===== src/rtl/mem_access_ctrl.sv =====
// Load/store unit between a CPU port and a word-wide synchronous data memory.
// Sub-word stores use read-modify-write; byte lanes are big-endian.
module mem_access_ctrl (
   input  logic        clk,
   input  logic        reset,
   input  logic        req,
   input  logic        wr,
   input  logic [1:0]  size,
   input  logic        sign_ext,
   input  logic [31:0] addr,
   input  logic [31:0] wdata,
   output logic        ready,
   output logic        done,
   output logic [31:0] rdata,
   output logic        err,
   output logic [31:0] mem_addr,
   output logic [31:0] mem_din,
   output logic        mem_we,
   output logic        mem_oe,
   input  logic [31:0] mem_dout,
   output logic [2:0]  dbg_state
);

   // Handshake: a request is accepted on a rising edge where ready=1 and req=1;
   // done pulses for one cycle when the access completes, err/rdata valid with it.

   typedef enum logic [2:0] {
      IDLE     = 3'd0,
      RD_REQ   = 3'd1,
      RD_DATA  = 3'd2,
      RMW_REQ  = 3'd3,
      RMW_DATA = 3'd4,
      WR       = 3'd5,
      DONE     = 3'd6
   } state_t;

   localparam logic [1:0] SZ_BYTE = 2'b00;
   localparam logic [1:0] SZ_HALF = 2'b01;
   localparam logic [1:0] SZ_WORD = 2'b10;

   state_t      state;
   state_t      state_nxt;
   logic        accept;
   logic        acc_err;
   logic [1:0]  l_size;
   logic        l_sext;
   logic [1:0]  l_off;
   logic        l_err;
   logic [15:0] l_wdata;

   function automatic logic [31:0] extract_lane(input logic [31:0] w,
                                                input logic [1:0]  sz,
                                                input logic [1:0]  off,
                                                input logic        se);
      logic [7:0]  b;
      logic [15:0] h;
      case (off)
         2'd0:    b = w[31:24];
         2'd1:    b = w[23:16];
         2'd2:    b = w[15:8];
         default: b = w[7:0];
      endcase
      h = off[1] ? w[15:0] : w[31:16];
      case (sz)
         SZ_BYTE: extract_lane = {{24{se & b[7]}}, b};
         SZ_HALF: extract_lane = {{16{se & h[15]}}, h};
         default: extract_lane = w;
      endcase
   endfunction

   function automatic logic [31:0] merge_lane(input logic [31:0] w,
                                              input logic [1:0]  sz,
                                              input logic [1:0]  off,
                                              input logic [15:0] d);
      logic [31:0] m;
      m = w;
      if (sz == SZ_HALF) begin
         if (off[1]) m[15:0]  = d;
         else        m[31:16] = d;
      end else begin
         case (off)
            2'd0:    m[31:24] = d[7:0];
            2'd1:    m[23:16] = d[7:0];
            2'd2:    m[15:8]  = d[7:0];
            default: m[7:0]   = d[7:0];
         endcase
      end
      merge_lane = m;
   endfunction

   assign acc_err = (size == 2'b11) ||
                    ((size == SZ_HALF) && addr[0]) ||
                    ((size == SZ_WORD) && (addr[1:0] != 2'b00));
   assign accept  = (state == IDLE) && req;

   always_ff @(posedge clk or posedge reset) begin
      if (reset) state <= IDLE;
      else       state <= state_nxt;
   end

   always_comb begin
      state_nxt = state;
      case (state)
         IDLE: begin
            if (req) begin
               if (acc_err)              state_nxt = DONE;
               else if (!wr)             state_nxt = RD_REQ;
               else if (size == SZ_WORD) state_nxt = WR;
               else                      state_nxt = RMW_REQ;
            end
         end
         RD_REQ:   state_nxt = RD_DATA;
         RD_DATA:  state_nxt = DONE;
         RMW_REQ:  state_nxt = RMW_DATA;
         RMW_DATA: state_nxt = WR;
         WR:       state_nxt = DONE;
         DONE:     state_nxt = IDLE;
         default:  state_nxt = IDLE;
      endcase
   end

   always_comb begin
      ready  = 1'b0;
      done   = 1'b0;
      err    = 1'b0;
      mem_oe = 1'b0;
      mem_we = 1'b0;
      case (state)
         IDLE:    ready  = 1'b1;
         RD_REQ, RD_DATA, RMW_REQ, RMW_DATA:
                  mem_oe = 1'b1;
         WR:      mem_we = 1'b1;
         DONE: begin
            done = 1'b1;
            err  = l_err;
         end
         default: ready  = 1'b0;
      endcase
   end

   assign dbg_state = state;

   // mem_din is loaded with wdata at accept for word stores, or with the merged
   // word at the end of RMW_DATA, so it is already stable throughout WR.
   always_ff @(posedge clk or posedge reset) begin
      if (reset) begin
         l_size   <= 2'b00;
         l_sext   <= 1'b0;
         l_off    <= 2'b00;
         l_err    <= 1'b0;
         l_wdata  <= 16'h0;
         mem_addr <= 32'h0;
         mem_din  <= 32'h0;
         rdata    <= 32'h0;
      end else begin
         if (accept) begin
            l_size   <= size;
            l_sext   <= sign_ext;
            l_off    <= addr[1:0];
            l_err    <= acc_err;
            l_wdata  <= wdata[15:0];
            mem_addr <= {addr[31:2], 2'b00};
            if (wr && (size == SZ_WORD) && !acc_err)
               mem_din <= wdata;
         end
         if (state == RD_DATA)
            rdata <= extract_lane(mem_dout, l_size, l_off, l_sext);
         if (state == RMW_DATA)
            mem_din <= merge_lane(mem_dout, l_size, l_off, l_wdata);
      end
   end

endmodule

===== config.mk =====
export PLATFORM = sky130hd
export DESIGN_NAME = mem_access_ctrl
export DESIGN_NICKNAME = d
export VERILOG_FILES = /design/src/rtl/mem_access_ctrl.sv
export SDC_FILE = /design/constraint.sdc
export NUM_CORES = 1
export LEC_CHECK = 0
export ABC_AREA = 1
export BUFFER_PORTS_ARGS = -buffer_cell sky130_fd_sc_hd__buf_2
export CAP_MARGIN = 0
export CORE_MARGIN = 3
export CORE_UTILIZATION = 52
export DETAILED_ROUTE_END_ITERATION = 16
export GPL_ROUTABILITY_DRIVEN = 0
export PLACE_DENSITY = 0.81
export SLEW_MARGIN = 5
export SYNTH_ARGS = -nofsm -noshare
export SYNTH_HDL_FRONTEND = slang
export SYNTH_SLANG_ARGS = --single-unit

===== constraint.sdc =====
create_clock -name clk -period 4.8 [get_ports clk]
set_input_delay 0.24 -clock clk [delete_from_list [all_inputs] [get_ports clk]]
set_output_delay 0.24 -clock clk [all_outputs]
set_load 0.05 [all_outputs]

After elaboration in Yosys (flattened, before gate mapping). Index checks and enable logic that the tools add are counted.

Bits in registers: 119. Word-level logic and storage cells: 66.

Bitwise logic cells: 2. Multiplexer cells: 24. Eq/ne operators: 13. Reduce and logical (&&, ||, !) cells: 18.

Operators by type and width (count): 32-bit 2-to-1 mux (4); 32-bit case mux with 2 select lines (1); 16-bit 2-to-1 mux (3); 8-bit 2-to-1 mux (5); 8-bit case mux with 3 select lines (1); 3-bit case mux with 5 select lines (1); 3-bit 2-to-1 mux (4); 3-bit equality test (second input constant) (3); 2-bit by 1-bit equality test with 1-bit output (second input constant) (3); 2-bit equality test (second input constant) (3); 3-bit by 2-bit equality test with 1-bit output (second input constant) (2); 2-bit nonzero test (3); 1-bit logical AND (5); 1-bit 2-to-1 mux (5); 2-bit zero test (2); 4-bit OR reduction (1); 3-bit by 1-bit equality test with 1-bit output (second input constant) (1); 3-bit zero test (1); 3-bit OR reduction (1); 1-bit bitwise AND (2); 1-bit logical OR (2); 2-bit inequality test (second input constant) (1); 2-bit AND reduction (1); 2-bit OR reduction (1); 1-bit zero test (1).

Depth between registers and ports, before layout.
Depth in word-level cells: 9. Depth in mapped cells: 10. Mapped depth without buffers: 8.

Least setup slack after synthesis. No wires, ideal clock.

Path type: register to output. Start: register state[1], in the netlist dbg_state[1]. End: output port err. Setup slack: 2.011 ns. Data required time: 4.560 ns. Path buffers: 0. Arrival time: 2.549 ns. Cell stages (with the launch flop): 4. Cell sequence: dfrtp_1 > inv_1 > nor3_1 > and2_1.

Word-level cells in the longest chain between the ends: 2.

Ends and longest elaborated chain: from (decl) (RTL line 41) `state_t state;`; from (signal assigned) (RTL line 98) `else state <= state_nxt;`; 3-bit equality test (RTL line 128) `case (state)`; 1-bit 2-to-1 mux (RTL line 128); to (decl) (RTL line 15) `output logic err,`.

No other way between the ends.

Final worst setup path.
Start: register state[0], in the netlist dbg_state[0]. End: register mem_din[7].

Word-level cells in the longest chain between the ends: 4. Elaborated cells between the ends (all ways): 7.

Ends and longest elaborated chain: 3-bit zero test (RTL line 94) `assign accept = (state == IDLE) && req;`; 1-bit logical AND (RTL line 94); 2-bit nonzero test (no line); 2-bit AND reduction (no line); to (signal assigned) (RTL line 164) `mem_din <= wdata;`; to (signal assigned) (RTL line 169) `mem_din <= merge_lane(mem_dout, l_size, l_off, l_wdata);`; to (decl) (RTL line 17) `output logic [31:0] mem_din,`.

Parallel ways exist; a longest one is shown, timed or not. A chain may end at the register's enable or synchronous reset.

==> reports/summary.txt <==
status -> complete, no violations
largest family of logic cells by synthesized area -> simple AND/OR/NAND/NOR gates
final setup TNS -> 0 ns
detailed-route via count -> 7241
Port Buffer Count -> 204
Post-synth EDFFs -> 0
post-detailed-route wirelength per cell -> 15.2 um
Initial Utilization -> 53.7%
fillcell total -> 1169
FF-to-FF End -> mem_din[7]
DP Worst Slack -> 2.05 ns
RSZ-0062 raised after global routing -> false
Critical Path Start Type -> flip-flop
Synth area leaders -> dfrtp_1, nand2_1, nand3_1, a21oi_1, inv_1
Crit. End Element -> flip-flop
fin. max-slew vios -> 0
worst hold slack -> 0.0137 ns
Worst Setup SP -> dbg_state[0]
CTS tree -> built
mux cell area share after synthesis -> 0%
Final Skew -> 0.00992 ns
post-synthesis sequential element count -> 119
Worst Path Max Fanout -> 58
Least-Margin Pin Slew -> 1.09 ns
First DRT Iteration DRCs -> 765
first-pass GRT wire length -> 33100 um
crit path to -> mem_din[7]
Simple-Gate Fraction of Synth Area -> 38.8%
# DRC -> 0
vias in the first global route -> 6747
# nets final -> 1281
DR pass1 iterations -> 6
P&R area growth vs syn -> 22.9%
CTS Sinks -> 119
root buffer cell -> clkbuf_16
fin area -> 8440 um2
H-Tree Depth -> 4
Std-Cell Core Area -> 12800 um2
path depth of the worst reg2reg path -> 6
Async SR Flop Fraction -> 100%
maximum VDD drop -> 504 uV
initial antenna violation count -> 2
Synth Area in Compound Gates -> 8.66%
CTS clk-pin slew, worst paths -> 0.06 ns
Lkg Pwr -> 4.86 nW
period utilization -> 59.2%
top_reg_cell synth -> dfrtp_1
die footprint -> 14600 um2
worst path required time -> 5.16 ns
most common cell in the netlist -> nand2_1
sequential cell area fraction in the yosys report -> 43.4%
Die H -> 121 um
Synth Area in XOR/XNOR -> 0%
Vias/cell -> 5.31
Finish-stage setup viols -> 0
CTS max path bufs -> 2
fmax -> 352 MHz
Antenna Violating Nets Remaining -> 0
pin count of the biggest net entering global routing -> 77
share of Yosys cell area claimed by the top area cell type -> 43.4%
CP peak stage delay -> 0.77 ns
WL final -> 20800 um
share of layout cells above drive strength 1 -> 23.8%
Distinct cells, synth -> 30
adder-cell area share of the yosys netlist -> 0%
PwrDens -> 892 nW/um2
post-CTS sizing -> 0
Crit-path slowest cell -> nand2_2
Reg2Reg Setup Slack -> 1.96 ns
Hold Crit Class -> primary input to flip-flop
global route total overflow -> 0
Synth Cell Area -> 6860 um2
critical path type -> flip-flop to flip-flop
Skew-Pair Late Insertion Delay -> 0.42 ns
crit path cell chain -> nor2_2, nand2_2, nand2_2, inv_2, nand2_1, nand2_1
syn avg cell area -> 6.84 um2
die width -> 121 um
Post-DP Area -> 7810 um2
num ports -> 207
Antenna diodes -> 0
Total GRT Usage -> 28.9%
hpwl dp -> 14400 um
Tmin final -> 2.84 ns
Synth top cells by count -> nand2_1, dfrtp_1, nand3_1
relative slew slack -> 27.3%
Core Rows -> 41
Yosys top cell by area -> dfrtp_1
yosys warns -> 0
critical path arrival -> 3.20 ns
max-cap violation count -> 0
total CTS buffers -> 17
worst reg2reg startpoint -> dbg_state[0]
cells after synthesis -> 1003
Final Hold Fails -> 0
slack of the critical path -> 1.96 ns
[layout make-up]
class                      count  area, um2  area share, %
clock buffer                  20        457           5.41
clock inverter                12        151           1.79
inverter                      76        293           3.47
multi-input combinational    753       3260           38.7
sequential                   119       2980           35.3
tap                          172        215           2.55
timing repair buffer         211       1080           12.8
[state kept, by name (all words and copies together), names as in the netlist]
name       count
l_err          1
mem_din       32
l_wdata       16
mem_addr      30
dbg_state      3
rdata         32
l_off          2
l_sext         1
l_size         2
[cells in the final DEF (no fill, tap or decap), types with 2 or more instances in the layout]
cell type,instances
buf_4,5
inv_4,3
o21ai_0,32
nand2_1,483
clkbuf_16,17
nor2_4,3
clkbuf_8,2
clkinvlp_4,5
a31oi_1,2
inv_1,68
a21oi_1,65
or2_2,19
dfrtp_1,119
nand3_2,2
buf_2,204
bufinv_16,3
inv_2,5
nor2_1,20
o22ai_1,3
dlygate4sd3_1,2
o211ai_1,8
clkinv_2,3
or2_0,5
nand3_1,93
nand2_2,8
conb_1,2
[metal layers]
layer / share of wire (%) / vias to the layer above / track usage, %
li1: - / 3481 / -
met2: 46 / 423 / 44.3
met1: 39 / 3250 / 37.0
met4: 4.5 / 4 / 14.7
met3: 11 / 83 / 8.86
met5: 0.10 / - / 0
[how the worst min path moves through the flow]
stage,to,cells past startpoint,slack [ns],startpoint
4_1_cts,mem_addr[9],3,0.0004,addr[9]
3_3_place_gp,mem_addr[24],3,0.44,addr[24]
2_1_floorplan,l_wdata[12],2,0.36,wdata[12]
5_1_grt,mem_addr[20],3,0.008,addr[20]
3_5_place_dp,mem_addr[14],3,0.44,addr[14]
6_report,mem_addr[26],3,0.01,addr[26]
[per-stage QoR]
step | instances | total power [mW] | utilization (%)
global route | 1363 | 8.06 | 66.0
detailed placement | 1329 | 6.18 | 61.1
CTS | 1363 | 7.52 | 66.0
global placement | 1329 | 6.10 | 61.1
floorplan | 1004 | 5.28 | -
finish | 1363 | 7.53 | 66.0
[critical path: cells and delay by family, from the launching register on]
| kind | cells | cell delay [ns] |
|---|---|---|
| buffers and inverters | 1 | 0.62 |
| AND/OR/NAND/NOR | 5 | 1.71 |
| flip-flops | 1 | 0.40 |
[power breakdown]
part	total (mW)	switching [mW]	internal, mW
Combinational	4.39	3.31	1.08
Clock	1.31	0.470	0.840
Sequential	1.83	0.330	1.50
Total	7.53	4.11	3.42
[cells by family after synthesis]
kind of cell	after synthesis
buf+inv	132
other cells	1
compound gates	112
flops	119
simple gates	639
[what timing repair did]
| action | 4_1_cts | 5_1_grt |
|---|---|---|
| hold buffers | 2 | 0 |
| endpoints found under the setup margin | 0 | 0 |
| setup buffers | 0 | 0 |
| endpoints found under the hold margin | 2 | 0 |
Note: power is estimated with default switching activity, not from simulation.
